$ cat src/rtl/oflow_core_set_dispatch.sv
// Per-set sequencer below the core top FSM: walks one frame's sets through the PE array,
// launching enabled PEs per DMA set and reporting completed sets / frame completion upstream.
module oflow_core_set_dispatch #(
    parameter int PE_NUM          = 24,
    parameter int SET_LEN         = 4,
    parameter int REMAIN_BBOX_LEN = 8
) (
    input  logic                       clk,
    input  logic                       reset_N,
    input  logic                       start_pe,
    input  logic [SET_LEN-1:0]         num_of_sets,
    input  logic                       new_set,
    input  logic [REMAIN_BBOX_LEN-1:0] counter_of_remain_bboxes,
    input  logic [PE_NUM-1:0]          pe_done,
    output logic                       pe_start,
    output logic [PE_NUM-1:0]          pe_en,
    output logic                       set_ack,
    output logic [SET_LEN-1:0]         counter_set_fe,
    output logic                       done_pe,
    output logic                       busy
);

    typedef enum logic [2:0] {
        IDLE     = 3'd0,
        WAIT_SET = 3'd1,
        LOAD     = 3'd2,
        CALC     = 3'd3,
        SET_DONE = 3'd4
    } state_t;

    state_t                state_r;
    state_t                state_s;
    logic [SET_LEN-1:0]    num_sets_r;
    logic [SET_LEN-1:0]    cnt_r;
    logic [SET_LEN-1:0]    cnt_inc_s;
    logic                  pending_r;
    logic [PE_NUM-1:0]     en_r;
    logic [PE_NUM-1:0]     done_acc_r;
    logic                  pe_start_r;
    logic                  set_ack_r;
    logic                  done_pe_r;
    logic                  busy_r;
    logic                  calc_done_s;
    logic                  last_set_s;
    logic                  start_acc_s;
    logic                  zero_sets_s;

    // One enable bit per remaining bbox, saturating at the full array.
    function automatic logic [PE_NUM-1:0] make_mask(input logic [REMAIN_BBOX_LEN-1:0] remain);
        logic [PE_NUM-1:0] m;
        m = {PE_NUM{1'b0}};
        for (int i = 0; i < PE_NUM; i++) begin
            m[i] = (32'(remain) > 32'(i));
        end
        return m;
    endfunction

    // Next-state decode and frame-level qualifiers.
    always_comb begin
        state_s     = state_r;
        cnt_inc_s   = cnt_r + SET_LEN'(1'b1);
        calc_done_s = (((done_acc_r | pe_done) & en_r) == en_r);
        last_set_s  = (cnt_inc_s == num_sets_r);
        start_acc_s = (state_r == IDLE) && start_pe;
        zero_sets_s = (num_of_sets == {SET_LEN{1'b0}});
        case (state_r)
            IDLE: begin
                if (start_pe && !zero_sets_s) begin
                    state_s = WAIT_SET;
                end else begin
                    state_s = IDLE;
                end
            end
            WAIT_SET: begin
                if (new_set || pending_r) begin
                    state_s = LOAD;
                end else begin
                    state_s = WAIT_SET;
                end
            end
            LOAD: begin
                state_s = CALC;
            end
            CALC: begin
                if (calc_done_s) begin
                    state_s = SET_DONE;
                end else begin
                    state_s = CALC;
                end
            end
            SET_DONE: begin
                if (last_set_s) begin
                    state_s = IDLE;
                end else begin
                    state_s = WAIT_SET;
                end
            end
            default: begin
                state_s = IDLE;
            end
        endcase
    end

    // State, frame bookkeeping and registered strobes.
    always_ff @(posedge clk or negedge reset_N) begin
        if (!reset_N) begin
            state_r    <= IDLE;
            num_sets_r <= {SET_LEN{1'b0}};
            cnt_r      <= {SET_LEN{1'b0}};
            pe_start_r <= 1'b0;
            set_ack_r  <= 1'b0;
            done_pe_r  <= 1'b0;
            busy_r     <= 1'b0;
        end else begin
            state_r    <= state_s;
            pe_start_r <= (state_s == LOAD);
            set_ack_r  <= (state_s == LOAD);
            busy_r     <= (state_s != IDLE);
            done_pe_r  <= (start_acc_s && zero_sets_s) || ((state_r == SET_DONE) && last_set_s);
            if (start_acc_s) begin
                num_sets_r <= num_of_sets;
                cnt_r      <= {SET_LEN{1'b0}};
            end else if (state_r == SET_DONE) begin
                cnt_r      <= cnt_inc_s;
            end
        end
    end

    // A DMA set announced while we are busy elsewhere is remembered once.
    always_ff @(posedge clk or negedge reset_N) begin
        if (!reset_N) begin
            pending_r <= 1'b0;
        end else if (start_acc_s) begin
            pending_r <= 1'b0;
        end else if ((state_r == WAIT_SET) && (state_s == LOAD)) begin
            pending_r <= 1'b0;
        end else if (new_set && (state_r != IDLE) && (state_r != WAIT_SET)) begin
            pending_r <= 1'b1;
        end
    end

    // Enable mask and sticky completion accumulator for the set in flight.
    always_ff @(posedge clk or negedge reset_N) begin
        if (!reset_N) begin
            en_r       <= {PE_NUM{1'b0}};
            done_acc_r <= {PE_NUM{1'b0}};
        end else begin
            if (state_r == LOAD) begin
                en_r <= make_mask(counter_of_remain_bboxes);
            end else if ((state_s == IDLE) || (state_s == WAIT_SET)) begin
                en_r <= {PE_NUM{1'b0}};
            end
            if (state_r == LOAD) begin
                done_acc_r <= {PE_NUM{1'b0}};
            end else if (state_r == CALC) begin
                done_acc_r <= done_acc_r | (pe_done & en_r);
            end
        end
    end

    assign pe_start       = pe_start_r;
    assign set_ack        = set_ack_r;
    assign pe_en          = en_r;
    assign counter_set_fe = cnt_r;
    assign done_pe        = done_pe_r;
    assign busy           = busy_r;

endmodule
$ cat config.mk
export PLATFORM = sky130hd
export DESIGN_NAME = oflow_core_set_dispatch
export DESIGN_NICKNAME = d
export VERILOG_FILES = /design/src/rtl/oflow_core_set_dispatch.sv
export SDC_FILE = /design/constraint.sdc
export NUM_CORES = 1
export LEC_CHECK = 0
export BUFFER_PORTS_ARGS = -buffer_cell sky130_fd_sc_hd__buf_2
export CORE_MARGIN = 2
export CORE_UTILIZATION = 47
export CTS_BUF_LIST = sky130_fd_sc_hd__clkbuf_8 sky130_fd_sc_hd__clkbuf_16
export DETAILED_ROUTE_END_ITERATION = 6
export PLACE_DENSITY_LB_ADDON = 0.15
export SLEW_MARGIN = 20
export SYNTH_ARGS = -nofsm -noshare
export SYNTH_HDL_FRONTEND = slang
export SYNTH_SLANG_ARGS = --single-unit
$ cat constraint.sdc
create_clock -name clk -period 2.3 [get_ports clk]
set_clock_uncertainty 0.2 [all_clocks]
set_input_delay 0.115 -clock clk [delete_from_list [all_inputs] [get_ports clk]]
set_output_delay 0.115 -clock clk [all_outputs]
set_load 0.01 [all_outputs]
Word-level counts from Yosys, hierarchy flattened:

Index checks and enable logic that the tools add are counted.

* equal/unequal tests: 9
* reduce and logical (&&, ||, !) cells: 20
* bitwise operators: 4
* $add $sub $neg: 1
* multiplexer cells: 14
* $lt $le $gt $ge: 24

Operators with widths (number)
* $mux 24: 4
* $gt 8x4->1 const B: 8
* $gt 8x5->1 const B: 8
* $and 24x24->24: 2
* $or 24x24->24: 2
* $gt 8x3->1 const B: 4
* $eq 24x24->1: 1
* $gt 8x1->1 const B: 2
* $gt 8x2->1 const B: 2
* $pmux 3 s5: 1
* $eq 3x2->1 const B: 3
* $reduce_bool 3->1: 3
* $mux 4: 2
* $logic_and 1x1->1: 7
* $eq 3x1->1 const B: 2
* $logic_not 3->1: 2
* $reduce_bool 2->1: 3
* $mux 1: 5
* $add 4x1->4 const B: 1
* $eq 4x4->1: 1
* $logic_not 4->1: 1
* $eq 3x3->1 const B: 1
* $logic_or 1x1->1: 3
* $mux 3: 1
* 3 further kinds: 3

* input port bits: 40
* flip-flop bits (word level): 63

Depth between registers and ports, before layout:

Gate-level depths: netlist of run 1.

* depth after elaboration: 9
* gate-level depth with buffers: 8
* depth with buffers taken out: 5

Worst setup path after synthesis of run 1:

Ideal clock, no wire load.

* kind: reg2reg
* start: reg cnt_r[0], in the netlist counter_set_fe[0]
* end: reg state_r[0]
* cell stages (with the launch flop): 6
* setup time: 0.128 ns
* setup slack: 0.531 ns
* arrival: 1.441 ns
* path through: dfrtp_1 ha_1 xor2_1 nor4_2 a211o_2 nand2_1

* cells in the longest elaborated chain, start to end: 4

Ends and longest elaborated chain
* start: declaration: RTL line 34 `logic [SET_LEN-1:0] cnt_r;`
* start signal: assignment: RTL line 109 `cnt_r <= {SET_LEN{1'b0}};`
* start signal: assignment: RTL line 122 `cnt_r <= {SET_LEN{1'b0}};`
* start signal: assignment: RTL line 124 `cnt_r <= cnt_inc_s;`
* $add 4x1->4: RTL line 61 `cnt_inc_s = cnt_r + SET_LEN'(1'b1);`
* $eq 4x4->1: RTL line 63 `last_set_s = (cnt_inc_s == num_sets_r);`
* $mux 1: RTL line 92 `if (last_set_s) begin`
* $pmux 3 s5: RTL line 66 `case (state_r)`
* via state_s[0]: RTL line 32 `state_t state_s;`
* end signal: assignment: RTL line 115 `state_r <= state_s;`
* end: declaration: RTL line 31 `state_t state_r;`

The timed path passes the listed nets, and every way through them passes these cells.
A chain may end at the register's enable or synchronous reset.

Final worst setup path of run 1:

* start: reg state_r[2]
* end: reg en_r[13], in the netlist pe_en[13]

* cells in the longest elaborated chain, start to end: 5

Ends and longest elaborated chain
* $eq 3x3->1, or another cell as far along: RTL line 66
* $pmux 3 s5: RTL line 66
* $eq 3x1->1 or $logic_not 3->1 (tied branches): RTL line 150 `end else if ((state_s == IDLE) || (state_s == WAIT_SET)) begin`
* $logic_or 1x1->1: RTL line 150
* $reduce_bool 2->1 (no source line)
* end signal: assignment: RTL line 145 `en_r <= {PE_NUM{1'b0}};`
* end signal: assignment: RTL line 149 `en_r <= make_mask(counter_of_remain_bboxes);`
* end signal: assignment: RTL line 151 `en_r <= {PE_NUM{1'b0}};`
* end: declaration: RTL line 37 `logic [PE_NUM-1:0] en_r;`

Parallel ways exist; a longest one is shown, timed or not.

==> results of run 1 <==
timing repair:
item | 4_1_cts | 5_1_grt
setup endpoints to repair | 0 | 1
hold buffers | 40 | 0
endpoints found under the hold margin | 101 | 0
resized for setup | 0 | 2
worst max-delay path by stage:
stage / startpoint / to / slack, ns / depth (start not counted)
4_1_cts: state_r[1]$_DFF_PN0_ / pe_en[13]$_DFFE_PN0P_ / 0.04 / 6
2_1_floorplan: counter_set_fe[0]$_DFFE_PN0P_ / state_r[0]$_DFF_PN0_ / 0.53 / 5
5_1_grt: state_r[2]$_DFF_PN0_ / pe_en[13]$_DFFE_PN0P_ / 0.05 / 6
3_5_place_dp: pe_en[16]$_DFFE_PN0P_ / state_r[1]$_DFF_PN0_ / 0.36 / 5
6_report: state_r[2]$_DFF_PN0_ / pe_en[13]$_DFFE_PN0P_ / 0.15 / 6
3_3_place_gp: pe_en[16]$_DFFE_PN0P_ / state_r[1]$_DFF_PN0_ / 0.41 / 5
layout make-up:
cell class	instances	area, µm²
Clock inverter	6	52.6
Timing Repair Buffer	119	832
Inverter	2	7.51
Clock buffer	10	138
Tap cell	75	93.8
Multi-Input combinational cell	212	1260
Sequential cell	63	1580
Fill cell	491	2000
report_power, final:
group | switching (µW) | internal (µW)
Clock | 423 | 517
Combinational | 1030 | 856
Sequential | 431 | 1630
synth_stat cells, drive strengths merged, types with 2 or more instances:
cell type / instances / share of area
a21o: 6 / 0.016
a21oi: 12 / 0.021
a22o: 5 / 0.015
a22oi: 5 / 0.013
a31oi: 25 / 0.054
a32oi: 2 / 0.0060
and2: 2 / 0.0043
buf: 13 / 0.023
clkbuf: 5 / 0.0064
dfrtp: 63 / 0.54
inv: 2 / 0.0026
mux2: 4 / 0.015
nand2: 28 / 0.036
nand2b: 5 / 0.011
nand3: 4 / 0.0068
nand4: 4 / 0.0086
nor2: 44 / 0.057
nor2b: 2 / 0.0043
nor3: 7 / 0.018
nor3b: 14 / 0.036
nor4: 6 / 0.015
o21ai: 16 / 0.027
xnor2: 4 / 0.012
xor2: 2 / 0.0060
worst min-delay path: stages:
cell and delay [ns]:
sky130_fd_sc_hd__buf_2 0.20, sky130_fd_sc_hd__nor3_1 0.07, sky130_fd_sc_hd__o21ai_0 0.13
per-layer routing:
layer,wire length [µm],vias up,track usage
met2,3460,76,0.348
li1,-,1287,-
met1,3270,1270,0.300
met4,204,0,0.106
met5,0,-,0
met3,287,18,0.0417
metrics by stage:
step	total power (µW)	hold slack (ns)	setup slack, ns	utilization	instance area [µm²]
2_1_floorplan	3250	-0.381	0.531	-	2920
3_3_place_gp	3860	-0.188	0.412	0.564	3360
3_5_place_dp	3920	-0.185	0.362	0.564	3360
4_1_cts	4930	0.00372	0.0390	0.664	3950
5_1_grt	5280	0.0491	0.0477	0.664	3960
6_report	4890	0.0174	0.153	0.664	3960
state kept, by name (all words and copies together), names as in the netlist:
signal          cells
num_sets_r          4
set_ack             1
done_acc_r         24
done_pe             1
counter_set_fe      4
state_r             3
busy                1
pe_en              24
pending_r           1
cell families after synthesis:
family | synth area share
AO/OA/AOI/OAI | 0.187
XOR/XNOR | 0.0180
adder cells (fa/ha/maj) | 0.00428
buffers and inverters | 0.0317
flip-flops | 0.539
multiplexers | 0.0154
AND/OR/NAND/NOR | 0.205
==> flow_summary.json, run 1 <==
{
  "vias_per_cell": 5.44,
  "remaining_drc_errors": 0,
  "yosys_most_used_dff": "sky130_fd_sc_hd__dfrtp_1",
  "initial_core_util": 0.491,
  "yosysWarningCount": 0,
  "grt_start_max_net_pins": 54,
  "max_slew.worst_pin.slew_ns": 0.452,
  "ys_seq_area_frac": 0.539,
  "slew_violations": 0,
  "cpLargestDelayFamily": "buffers and inverters",
  "floorplan.die_area_um2": 6870,
  "clock_tree.htree_level_count": 3,
  "grt_setup_unrepaired": "no",
  "list_of_cells_traversed_by_the_critical_path": "nor2b_2, and2_1, buf_6, nand4_1, dlygate4sd3_1, nand3_1",
  "synth.avg_cell_area_um2": 9.91,
  "min_period_over_period": 0.933,
  "synth_cells": 295,
  "floorplan.core_area_um2": 5960,
  "dr.first_iter.drc_count": 100,
  "tritoncts.num_buffers": 9,
  "cts.sink_count": 63,
  "hpwl_um": 4920,
  "headroom_to_the_max_slew_limit": 0.697,
  "max_cap_violation_count": 0,
  "io_pins": 72,
  "worstSetupStartpointType": "register",
  "critical-path-slowest-cell": "sky130_fd_sc_hd__dlygate4sd3_1",
  "clkTransAtPathRegs_ns": 0.07,
  "grt_overflow": 0,
  "areaGrowthSynthToFinish_pct": 35.4,
  "setup.reg_to_reg.worst_slack_ns": 0.15,
  "grt_antenna_before_repair": 0,
  "layout.cells.most_common": "sky130_fd_sc_hd__buf_2",
  "drt_wl_total_um": 7230,
  "dr.pass1.iters": 4,
  "finalHoldViolations": 0,
  "final-instance-count-excl-fill": 487,
  "timing.fmax_mhz": 466,
  "grtUsageTotal": 0.223,
  "worst_ir_drop_vdd_mv": 0.808,
  "leakage_uw": 0.00184,
  "power_per_cell_area_nw_per_um2": 1240,
  "min_delay_path_class": "input pin to register",
  "die_w_um": 82.9,
  "synth_seq_cells": 63,
  "worstSkewPairLatency_ns": 0.34,
  "synthesis.nets": 336,
  "post_synth_instance_area_um2": 2920,
  "outcome": "finished, final reports clean",
  "place.port_buffers": 71,
  "grt_first_pass_wirelength_um": 12400,
  "post-route-min-period_ns": 2.15,
  "postSynth.asyncResetShare": 1.00,
  "fp.dieH_um": 82.9,
  "synth.distinct_cells": 46,
  "post_cts_buffers": 0,
  "wl_per_cell_um": 14.8,
  "nets": 448,
  "clk_path_buf_depth": 2,
  "post_route_cells_drive_above_1_share": 0.265,
  "synth-edff-count": 0,
  "fp-row-count": 28,
  "worst_ep_arrival_time_ns": 2.21,
  "most-common-layout-cells": "sky130_fd_sc_hd__buf_2, sky130_fd_sc_hd__dfrtp_1, sky130_fd_sc_hd__nor2_1, sky130_fd_sc_hd__dlygate4sd3_1, sky130_fd_sc_hd__nand2_1",
  "min_delay_worst_endpoint": "pe_en[1]$_DFFE_PN0P_",
  "critical_path_peak_fanout": 22,
  "setup_crit_end_kind": "register",
  "r2r_cells": 6,
  "finalSetupTns_ns": 0,
  "path_class": "register to register",
  "place.detailed.instances": 431,
  "timing.critical_path.buf_inv": 2,
  "reg2reg_to": "pe_en[13]$_DFFE_PN0P_",
  "cts_root_buf": "sky130_fd_sc_hd__clkbuf_8",
  "worst_hold_path.num_cells": 3,
  "vias_in_the_first_global_route": 2574,
  "drt.antenna.violating_nets": 0,
  "final_count_of_negative_setup_slack_endpoints": 0,
  "vias_after_detailed_routing": 2651,
  "critical-path-max-stage-delay_ns": 0.56,
  "worst_ep_required_time_ns": 2.37,
  "rr_startpoint": "state_r[2]$_DFF_PN0_",
  "finalWeightedCongestion": 0.776,
  "antennaDiodeCount": 0,
  "min_from": "counter_of_remain_bboxes[1]",
  "tritoncts": "yes"
}
Power figures use the tool's default switching activity.
==> run 2: changes to the inputs <==
--- a/config.mk
+++ b/config.mk
@@ -6,8 +6,10 @@
 export NUM_CORES = 1
 export LEC_CHECK = 0
 export BUFFER_PORTS_ARGS = -buffer_cell sky130_fd_sc_hd__buf_2
+export CELL_PAD_IN_SITES_DETAIL_PLACEMENT = 1
+export CELL_PAD_IN_SITES_GLOBAL_PLACEMENT = 1
 export CORE_MARGIN = 2
-export CORE_UTILIZATION = 47
+export CORE_UTILIZATION = 40
 export CTS_BUF_LIST = sky130_fd_sc_hd__clkbuf_8 sky130_fd_sc_hd__clkbuf_16
 export DETAILED_ROUTE_END_ITERATION = 6
 export PLACE_DENSITY_LB_ADDON = 0.15
==> constraint.sdc (replaced) <==
create_clock -name clk -period 2.45 [get_ports clk]
set_clock_uncertainty 0.2 [all_clocks]
set_input_delay 0.49 -clock clk [delete_from_list [all_inputs] [get_ports clk]]
set_output_delay 0.49 -clock clk [all_outputs]
set_load 0.01 [all_outputs]
==> run 2 against run 1 <==
Net effect:
- clock-buffer cell count up 2
- core utilization down 17 points
- highest routed layer unchanged
- first-iteration DRC count down 27%
- wire length up 7.0%
- global-route usage down 1.6 points
- non-clock buffer count down 40
- largest cell class unchanged
- critical path type unchanged
- register-to-register slack better by 0.14 ns
- clock power down 15%
- flip-flop and latch count unchanged
- final area down 9.8%
- maximum frequency down 0.30%
==> flow_summary.json, run 2 (synthesis gave the netlist of run 1 again) <==
{
  "outcome": "finished, final reports clean",
  "min_delay_path_class": "input pin to async pin",
  "floorplan.core_area_um2": 7180,
  "finalHoldViolations": 0,
  "max_cap_violation_count": 0,
  "grt_first_pass_wirelength_um": 12400,
  "critical_path_peak_fanout": 4,
  "dr.pass1.iters": 4,
  "switching_share": 0.398,
  "worst_ep_arrival_time_ns": 2.15,
  "tritoncts.num_buffers": 9,
  "total_net_switching_power_uw": 1790,
  "critical-path-slowest-cell": "sky130_fd_sc_hd__nor4_1",
  "post_cts_buffers": 0,
  "die_w_um": 89.5,
  "initial_core_util": 0.407,
  "worstSkewPairLatency_ns": 0.34,
  "areaGrowthSynthToFinish_pct": 22.1,
  "drt_wl_total_um": 7740,
  "layout.cells.most_common": "sky130_fd_sc_hd__buf_2",
  "intPower_uw": 2710,
  "remaining_drc_errors": 0,
  "worstSetupStartpointType": "register",
  "most-common-layout-cells": "sky130_fd_sc_hd__buf_2, sky130_fd_sc_hd__dfrtp_1, sky130_fd_sc_hd__nor2_1, sky130_fd_sc_hd__nand2_1, sky130_fd_sc_hd__a31oi_1",
  "grt_start_max_net_pins": 33,
  "post-place-ws_ns": 0.358,
  "share_seq_of_total_power": 0.438,
  "antennaDiodeCount": 0,
  "path_class": "register to register",
  "cts_root_buf": "sky130_fd_sc_hd__clkbuf_8",
  "comb_power_share": 0.384,
  "hold_buffers": 0,
  "grt_antenna_before_repair": 0,
  "worst_ir_drop_vdd_mv": 0.581,
  "setup_crit_end_kind": "register",
  "final_count_of_negative_setup_slack_endpoints": 0,
  "post_cts_resize_count": 0,
  "floorplan.die_area_um2": 8010,
  "cts.sink_count": 63,
  "clock_power_share": 0.178,
  "tritoncts": "yes",
  "leakage_uw": 0.00168,
  "list_of_cells_traversed_by_the_critical_path": "nor3b_1, nor4_1, nand4_1, o41ai_2, o31ai_1",
  "worst_ep_required_time_ns": 2.44,
  "dr.first_iter.drc_count": 73,
  "timing.fmax_mhz": 464,
  "layout.filler_cells": 853,
  "clock_tree.htree_level_count": 3,
  "slew_violations": 0,
  "area_occupied_by_registers_um2": 1580,
  "clkTransAtPathRegs_ns": 0.07,
  "finalWeightedCongestion": 0.826,
  "fp-row-count": 31,
  "fp.dieH_um": 89.5,
  "grtUsageTotal": 0.207,
  "headroom_to_the_max_slew_limit": 0.496,
  "post-route-min-period_ns": 2.15,
  "io_pins": 72,
  "nets": 408,
  "vias_per_cell": 5.42,
  "max_slew.worst_pin.slew_ns": 0.756,
  "cpLargestDelayFamily": "simple AND/OR/NAND/NOR gates",
  "timing.critical_path.buf_inv": 0,
  "setup_slack_ns": 0.297,
  "critical-path-max-stage-delay_ns": 0.56,
  "hpwl_um": 5630,
  "clk_path_buf_depth": 2,
  "vias_in_the_first_global_route": 2568,
  "vias_after_detailed_routing": 2549,
  "place.port_buffers": 71,
  "grt_overflow": 0,
  "grt_setup_unrepaired": "no",
  "wl_per_cell_um": 16.5,
  "post_route_cells_drive_above_1_share": 0.286,
  "report.power.total_uw": 4500,
  "multi_input_area_um2": 1260,
  "drt.antenna.violating_nets": 0,
  "min_period_over_period": 0.879,
  "finalSetupTns_ns": 0,
  "power_per_cell_area_nw_per_um2": 1260
}
run 2: layout make-up:
cell class | instances | area share
clock buffers | 12 | 0.0463
inverters | 2 | 0.00210
flip-flops and latches | 63 | 0.442
multi-input cells | 212 | 0.352
clock inverters | 3 | 0.00316
well taps | 99 | 0.0347
repair buffers | 79 | 0.120
run 2: path summary, 6_finish.rpt:
kind	start	to	slack, ns	cells after the start
worst max-delay path	pe_en[8]$_DFFE_PN0P_	state_r[1]$_DFF_PN0_	0.30	5
worst min-delay path	reset_N	done_acc_r[0]$_DFFE_PN0P_	0.02	1
worst max register to register	pe_en[8]$_DFFE_PN0P_	state_r[1]$_DFF_PN0_	0.30	5
worst min register to register	done_acc_r[1]$_DFFE_PN0P_	done_acc_r[1]$_DFFE_PN0P_	0.30	2
max in group asynchronous	reset_N	num_sets_r[1]$_DFFE_PN0P_	1.41	2
min in group clk	num_of_sets[1]	num_sets_r[1]$_DFFE_PN0P_	0.20	2
run 2: metrics by stage:
stage,util,std cells,cell area [µm²],hold WS (ns)
2_1_floorplan,-,295,2920,-0.00559
3_3_place_gp,0.473,455,3390,0.275
3_5_place_dp,0.473,455,3390,0.288
4_1_cts,0.497,470,3570,0.0240
5_1_grt,0.497,470,3570,0.0421
6_report,0.497,470,3570,0.0154
run 2: layer usage:
| layer | vias up | part of all wire | global-route usage |
|---|---|---|---|
| li1 | 1204 | - | - |
| met1 | 1276 | 0.45 | 0.255 |
| met2 | 55 | 0.49 | 0.343 |
| met3 | 14 | 0.042 | 0.0628 |
| met4 | 0 | 0.019 | 0.0760 |
| met5 | - | 0 | 0 |
run 2: power groups by stage:
stage	Clock, µW	Combinational (µW)	Sequential [µW]
after floorplan	0	1100	1950
after global placement	0	1690	1970
after detailed placement	0	1760	1980
after CTS	832	1760	1980
after global routing	879	1950	2050
final	801	1730	1970
